--- src/rtl/core_pkg.sv ---
// Shared constants and types for the fetch side of the pipelined RISC-V core.
package core_pkg;

  // Default datapath / PC width.
  localparam int CORE_N = 32;

  // PC loaded on reset and the bubble instruction (ADDI x0,x0,0).
  localparam logic [31:0] CORE_RESET_PC = 32'h0000_0000;
  localparam logic [31:0] CORE_NOP      = 32'h0000_0013;

  // Width of the debug event counters.
  localparam int CORE_CNT_W = 16;

  // Fetch FSM: one boot cycle after reset, then normal running.
  typedef enum logic {
    S_BOOT = 1'b0,
    S_RUN  = 1'b1
  } fetch_state_e;

endpackage

--- src/rtl/fetch_pc_stage_if.sv ---
// Bus between the fetch stage and its neighbours (hazard unit, PC mux, imem, ID).
interface fetch_pc_stage_if
  import core_pkg::*;
#(
  parameter int N     = CORE_N,
  parameter int CNT_W = CORE_CNT_W
);
  logic             stall;
  logic             branch_taken;
  logic [N-1:0]     next_pc_sel;
  logic [N-1:0]     instr_in;
  logic [N-1:0]     pc;
  logic [N-1:0]     ifid_pc;
  logic [N-1:0]     ifid_instr;
  logic             ifid_valid;
  logic             flush_idex;
  logic [CNT_W-1:0] stall_cnt;
  logic [CNT_W-1:0] flush_cnt;

  // The fetch stage itself.
  modport slave (
    input  stall, branch_taken, next_pc_sel, instr_in,
    output pc, ifid_pc, ifid_instr, ifid_valid, flush_idex, stall_cnt, flush_cnt
  );

  // Whoever drives the fetch stage (rest of the core, or a bench).
  modport master (
    output stall, branch_taken, next_pc_sel, instr_in,
    input  pc, ifid_pc, ifid_instr, ifid_valid, flush_idex, stall_cnt, flush_cnt
  );
endinterface

--- src/rtl/en_reg.sv ---
// Generic N-bit register with load enable and synchronous active-low reset.
module en_reg #(
  parameter int             W       = 32,
  parameter logic [W-1:0]   RST_VAL = '0
) (
  input  logic         clk,
  input  logic         rst,
  input  logic         i_en,
  input  logic [W-1:0] i_d,
  output logic [W-1:0] o_q
);

  // Reset wins; otherwise load when enabled, else hold.
  always_ff @(posedge clk) begin
    if (!rst) begin
      o_q <= RST_VAL;
    end else if (i_en) begin
      o_q <= i_d;
    end
  end

endmodule

--- src/rtl/sat_counter.sv ---
// Unsigned event counter that sticks at all-ones instead of wrapping.
module sat_counter #(
  parameter int W = 16
) (
  input  logic         clk,
  input  logic         rst,
  input  logic         i_inc,
  output logic [W-1:0] o_cnt
);

  // Clear on reset; count up on i_inc until the maximum value is reached.
  always_ff @(posedge clk) begin
    if (!rst) begin
      o_cnt <= '0;
    end else if (i_inc && (o_cnt != {W{1'b1}})) begin
      o_cnt <= o_cnt + 1'b1;
    end
  end

endmodule

--- src/rtl/fetch_pc_stage.sv ---
// Fetch stage: program counter, IF/ID pipeline register, stall/redirect
// handling, post-reset boot cycle and debug event counters.
module fetch_pc_stage
  import core_pkg::*;
#(
  parameter int           N        = CORE_N,
  parameter logic [N-1:0] RESET_PC = N'(CORE_RESET_PC),
  parameter logic [N-1:0] NOP      = N'(CORE_NOP),
  parameter int           CNT_W    = CORE_CNT_W
) (
  input  logic            clk,
  input  logic            rst,
  fetch_pc_stage_if.slave bus
);

  fetch_state_e r_state;
  fetch_state_e w_state_next;

  logic [N-1:0] r_pc;
  logic [N-1:0] r_ifid_pc;
  logic [N-1:0] r_ifid_instr;
  logic         r_ifid_valid;

  logic         w_pc_en;
  logic         w_ifid_en;
  logic [N-1:0] w_ifid_instr_d;
  logic         w_ifid_valid_d;
  logic         w_stall_inc;
  logic         w_flush_inc;

  // FSM state register; reset always returns to the boot cycle.
  always_ff @(posedge clk) begin
    if (!rst) begin
      r_state <= S_BOOT;
    end else begin
      r_state <= w_state_next;
    end
  end

  // Leave boot on the first non-stalled edge; S_RUN is only left via reset.
  always_comb begin
    w_state_next = r_state;
    if ((r_state == S_BOOT) && !bus.stall) begin
      w_state_next = S_RUN;
    end
  end

  // Per-edge control: redirect beats stall; in boot no branch can be in flight.
  always_comb begin
    w_pc_en        = 1'b0;
    w_ifid_en      = 1'b0;
    w_ifid_instr_d = bus.instr_in;
    w_ifid_valid_d = 1'b0;
    w_stall_inc    = 1'b0;
    w_flush_inc    = 1'b0;
    case (r_state)
      S_BOOT: begin
        if (!bus.stall) begin
          w_pc_en        = 1'b1;
          w_ifid_en      = 1'b1;
          w_ifid_valid_d = 1'b1;
        end
      end
      S_RUN: begin
        if (bus.branch_taken) begin
          w_pc_en        = 1'b1;
          w_ifid_en      = 1'b1;
          w_ifid_instr_d = NOP;
          w_ifid_valid_d = 1'b0;
          w_flush_inc    = 1'b1;
        end else if (bus.stall) begin
          w_stall_inc    = 1'b1;
        end else begin
          w_pc_en        = 1'b1;
          w_ifid_en      = 1'b1;
          w_ifid_valid_d = 1'b1;
        end
      end
      default: begin
        w_pc_en = 1'b0;
      end
    endcase
  end

  en_reg #(.W(N), .RST_VAL(RESET_PC)) u_pc_reg (
    .clk(clk), .rst(rst), .i_en(w_pc_en), .i_d(bus.next_pc_sel), .o_q(r_pc)
  );

  // IF/ID always captures the PC that was being fetched, bubble or not.
  en_reg #(.W(N), .RST_VAL('0)) u_ifid_pc_reg (
    .clk(clk), .rst(rst), .i_en(w_ifid_en), .i_d(r_pc), .o_q(r_ifid_pc)
  );

  en_reg #(.W(N), .RST_VAL(NOP)) u_ifid_instr_reg (
    .clk(clk), .rst(rst), .i_en(w_ifid_en), .i_d(w_ifid_instr_d), .o_q(r_ifid_instr)
  );

  en_reg #(.W(1), .RST_VAL(1'b0)) u_ifid_valid_reg (
    .clk(clk), .rst(rst), .i_en(w_ifid_en), .i_d(w_ifid_valid_d), .o_q(r_ifid_valid)
  );

  sat_counter #(.W(CNT_W)) u_stall_cnt (
    .clk(clk), .rst(rst), .i_inc(w_stall_inc), .o_cnt(bus.stall_cnt)
  );

  sat_counter #(.W(CNT_W)) u_flush_cnt (
    .clk(clk), .rst(rst), .i_inc(w_flush_inc), .o_cnt(bus.flush_cnt)
  );

  assign bus.pc         = r_pc;
  assign bus.ifid_pc    = r_ifid_pc;
  assign bus.ifid_instr = r_ifid_instr;
  assign bus.ifid_valid = r_ifid_valid;
  // ID/EX kill follows the resolved branch directly, independent of FSM state.
  assign bus.flush_idex = bus.branch_taken;

endmodule

--- src/flat_wrapper.sv ---
// flat-port wrapper written by rule: the top's interface ports become plain ports
module fetch_pc_stage_flat import core_pkg::*;
#(
  parameter int           N        = CORE_N,
  parameter logic [N-1:0] RESET_PC = N'(CORE_RESET_PC),
  parameter logic [N-1:0] NOP      = N'(CORE_NOP),
  parameter int           CNT_W    = CORE_CNT_W
)
  (clk, rst, bus_stall, bus_branch_taken, bus_next_pc_sel, bus_instr_in, bus_pc, bus_ifid_pc, bus_ifid_instr, bus_ifid_valid, bus_flush_idex, bus_stall_cnt, bus_flush_cnt);
  fetch_pc_stage_if #(.N(N), .CNT_W(CNT_W)) bus_i ();
  input  logic clk;
  input  logic rst;
  input wire logic [$bits(bus_i.stall)-1:0] bus_stall;
  input wire logic [$bits(bus_i.branch_taken)-1:0] bus_branch_taken;
  input wire logic [$bits(bus_i.next_pc_sel)-1:0] bus_next_pc_sel;
  input wire logic [$bits(bus_i.instr_in)-1:0] bus_instr_in;
  output wire logic [$bits(bus_i.pc)-1:0] bus_pc;
  output wire logic [$bits(bus_i.ifid_pc)-1:0] bus_ifid_pc;
  output wire logic [$bits(bus_i.ifid_instr)-1:0] bus_ifid_instr;
  output wire logic [$bits(bus_i.ifid_valid)-1:0] bus_ifid_valid;
  output wire logic [$bits(bus_i.flush_idex)-1:0] bus_flush_idex;
  output wire logic [$bits(bus_i.stall_cnt)-1:0] bus_stall_cnt;
  output wire logic [$bits(bus_i.flush_cnt)-1:0] bus_flush_cnt;
  assign bus_i.stall = bus_stall;
  assign bus_i.branch_taken = bus_branch_taken;
  assign bus_i.next_pc_sel = bus_next_pc_sel;
  assign bus_i.instr_in = bus_instr_in;
  assign bus_pc = bus_i.pc;
  assign bus_ifid_pc = bus_i.ifid_pc;
  assign bus_ifid_instr = bus_i.ifid_instr;
  assign bus_ifid_valid = bus_i.ifid_valid;
  assign bus_flush_idex = bus_i.flush_idex;
  assign bus_stall_cnt = bus_i.stall_cnt;
  assign bus_flush_cnt = bus_i.flush_cnt;
  fetch_pc_stage #(.N(N), .RESET_PC(RESET_PC), .NOP(NOP), .CNT_W(CNT_W)) u_core (.clk(clk), .rst(rst), .bus(bus_i));
endmodule
--- config.mk ---
export PLATFORM = sky130hd
export DESIGN_NAME = fetch_pc_stage_flat
export DESIGN_NICKNAME = d
export VERILOG_FILES = /design/src/rtl/core_pkg.sv /design/src/rtl/fetch_pc_stage_if.sv /design/src/rtl/en_reg.sv /design/src/rtl/sat_counter.sv /design/src/rtl/fetch_pc_stage.sv /design/src/flat_wrapper.sv
export SDC_FILE = /design/constraint.sdc
export NUM_CORES = 1
export LEC_CHECK = 0
export ABC_CLOCK_PERIOD_IN_PS = 3100
export CORE_ASPECT_RATIO = 1.75
export CORE_UTILIZATION = 45
export DETAILED_ROUTE_END_ITERATION = 12
export GPL_ROUTABILITY_DRIVEN = 0
export GPL_TIMING_DRIVEN = 0
export PLACE_DENSITY = 0.94
export SKIP_CTS_REPAIR_TIMING = 1
export SLEW_MARGIN = 20
export SYNTH_ARGS = -nofsm -noshare
export SYNTH_HDL_FRONTEND = slang
export SYNTH_SLANG_ARGS = --single-unit
--- constraint.sdc ---
create_clock -name clk -period 3.1 [get_ports clk]
set_clock_uncertainty 0.1 [all_clocks]
set_input_delay 0.31 -clock clk [delete_from_list [all_inputs] [get_ports clk]]
set_output_delay 0.31 -clock clk [all_outputs]
set_load 0.03 [all_outputs]
==> flow_summary.toml <==
[clocking]
root_buffer = "clkbuf_16"
cts_made_buffers = 17
cts_tree = "built"
clk_latency_ns = 0.41
clockBufferDepth = 2
htree_levels = 4
clkSinkCount = 130
clkTransAtPathRegs_ns = 0.06

[timing]
worst_slew_pin_slew_ns = 0.9971
tns_ns = 0
layout_setup_ws_ns = 0.7540
hold_ws_ns = 0.2772
finalHoldViolations = 0
fin_crit_sh = 0.7568
fmax_mhz = 426.3
slew_headroom = 0.3291
maxSlewViolCount = 0
rsz0062_at_grt = "false"
finalCriticalPeriod_ns = 2.346
setup_viol = 0

[routing]
wl_per_cell_um = 16.65
vias = 5177
ant_nets = 0
drtPass1Iterations = 4
drt_iter0_markers = 156
routed_wl_um = 15750
via_per_inst = 5.473
post-route-drc-count = 0

[yosys]
syn_inst = 588
yosys_warnings = 0
ys_types = 44
yosysTopAreaCell = "dfxtp_1"
ys_ff_latch = 130
synthFlopType = "dfxtp_1"
syn_area_um2 = 4996
synth_edf_count = 0
synth.top_cell.area_share = 0.5209
synthArstFlopShare = 0
ys_seq_area_frac = 0.5209
avgSynthCellArea_um2 = 8.497
syn_nets = 658
netlist_top_cells_area = "dfxtp_1 52%, nand2_1 11%, a21oi_1 8.1%"

[cells_and_area]
finalNetCount = 873
layout.cells.non_filler = 946
synthToLayoutAreaGrowth_pct = 54.42
drive_above_1_share = 0.04779
final_common_cell = "clkdlybuf4s50_1"
design_area_um2 = 7715
most-common-layout-cells = "196 x clkdlybuf4s50_1, 151 x nand2_1, 130 x dfxtp_1"
fin_util = 0.7170
antennaDiodeCount = 0

[die]
io_pins = 198
die_width_um = 81.65
core_area_um2 = 10760
fp-row-count = 50
dieArea_um2 = 11540
die_h_um = 141.4
start_util = 0.4643

[worst_setup_path]
worst-path-max-fanout = 10
critPathArrivalTime_ns = 2.52
cpMaxStageDelayCell = "nor4_2"
end_kind = "register"
worstRegToRegCells = 5
worstSetupPathType = "register to register"
cp.required_ns = 3.28
crit_chain = "nand4_1 -> nor4_2 -> buf_2 -> nor4_1 -> mux2i_1"
startpoint_type = "register"
crit_path_max_incr_delay_ns = 0.78

[grt]
grt_pass1_wl_um = 24730
grt_pass1_vias = 5119
grt-ovfl-total = 0
grt_antenna_before_repair = 0
track_usage = 0.2837
grt_max_degree = 17

[power]
peakVddDrop_uv = 456.4
p_leak_nw = 2.833
report.power.total_mw = 4.374
powerDensity_nw_per_um2 = 567.0

[flow_run]
maxCapViolCount = 0

[place]
place_ws_ns = 0.4736
post-dp-hpwl_um = 11260
placedCellCount = 914
portBuffers = 196
dpl_cell_area_um2 = 7121

[outcome]
outcome = "complete, no violations"

[hold_path]
hold_depth = 3
min_path_type = "input pin to register"
cell type report:
| type | count | area, um2 |
|---|---|---|
| clock buffer | 19 | 432.9 |
| clock inverter | 13 | 161.4 |
| tap | 130 | 162.7 |
| buffer | 36 | 142.6 |
| sequential | 130 | 2603 |
| multi-input combinational | 415 | 2225 |
| timing repair buffer | 196 | 1962 |
| inverter | 7 | 26.28 |
| fill | 783 | 3045 |
layer usage:
metal  global-route usage  part of all wire
met4               0.1367             0.028
met1               0.2588              0.34
met3              0.08360             0.069
met5                    0                 0
met2               0.5430              0.56
critical path: cells and delay by family, from the launching register on:
family        cells  cell delay (ns)
buf+inv           1             0.35
simple gates      3             1.14
flops             1             0.46
mux               1             0.16
final timing paths:
check | startpoint | endpoint | slack (ns)
worst max register to register | u_core.u_flush_cnt.o_cnt[8]$_SDFFE_PN0P_ | u_core.u_flush_cnt.o_cnt[15]$_SDFFE_PN0P_ | 0.75
worst min register to register | u_core.u_ifid_pc_reg.o_q[17]$_SDFFE_PN0P_ | u_core.u_ifid_pc_reg.o_q[17]$_SDFFE_PN0P_ | 0.35
worst max-delay path | u_core.u_flush_cnt.o_cnt[8]$_SDFFE_PN0P_ | u_core.u_flush_cnt.o_cnt[15]$_SDFFE_PN0P_ | 0.75
worst min-delay path | rst | u_core.u_flush_cnt.o_cnt[13]$_SDFFE_PN0P_ | 0.28
report_power, final:
part / internal (mW) / switching (mW) / total (mW) / leakage [nW]
logic: 0.250 / 0.320 / 0.570 / 1.48
registers: 1.74 / 0.0458 / 1.79 / 1.06
clock network: 1.27 / 0.751 / 2.02 / 0.291
total: 3.26 / 1.12 / 4.37 / 2.83
cell usage after synthesis, types with 7 or more instances:
cell / instances
nand2_1: 151
dfxtp_1: 130
a21oi_1: 81
mux2i_1: 40
nor2_1: 38
clkbuf_1: 29
nand3_1: 11
nand4_1: 9
o21ai_0: 9
nor3_1: 8
o31ai_1: 7
or4_1: 7
flip-flops by register name, summed over array words and instances (netlist names):
register,flops
u_core.u_pc_reg.o_q,32
u_core.u_ifid_instr_reg.o_q,32
u_core.u_stall_cnt.o_cnt,16
u_core.r_state,1
u_core.u_flush_cnt.o_cnt,16
u_core.u_ifid_valid_reg.o_q,1
u_core.u_ifid_pc_reg.o_q,32
logic make-up after synthesis:
family,Yosys count,share of synthesized area
AOI/OAI and AO/OA,115,0.1280
adders and majority gates,2,0.005008
buffers and inverters,43,0.03381
DFF,130,0.5209
muxes,40,0.08014
and+or+nand+nor,258,0.2322
Power figures use the tool's default switching activity.
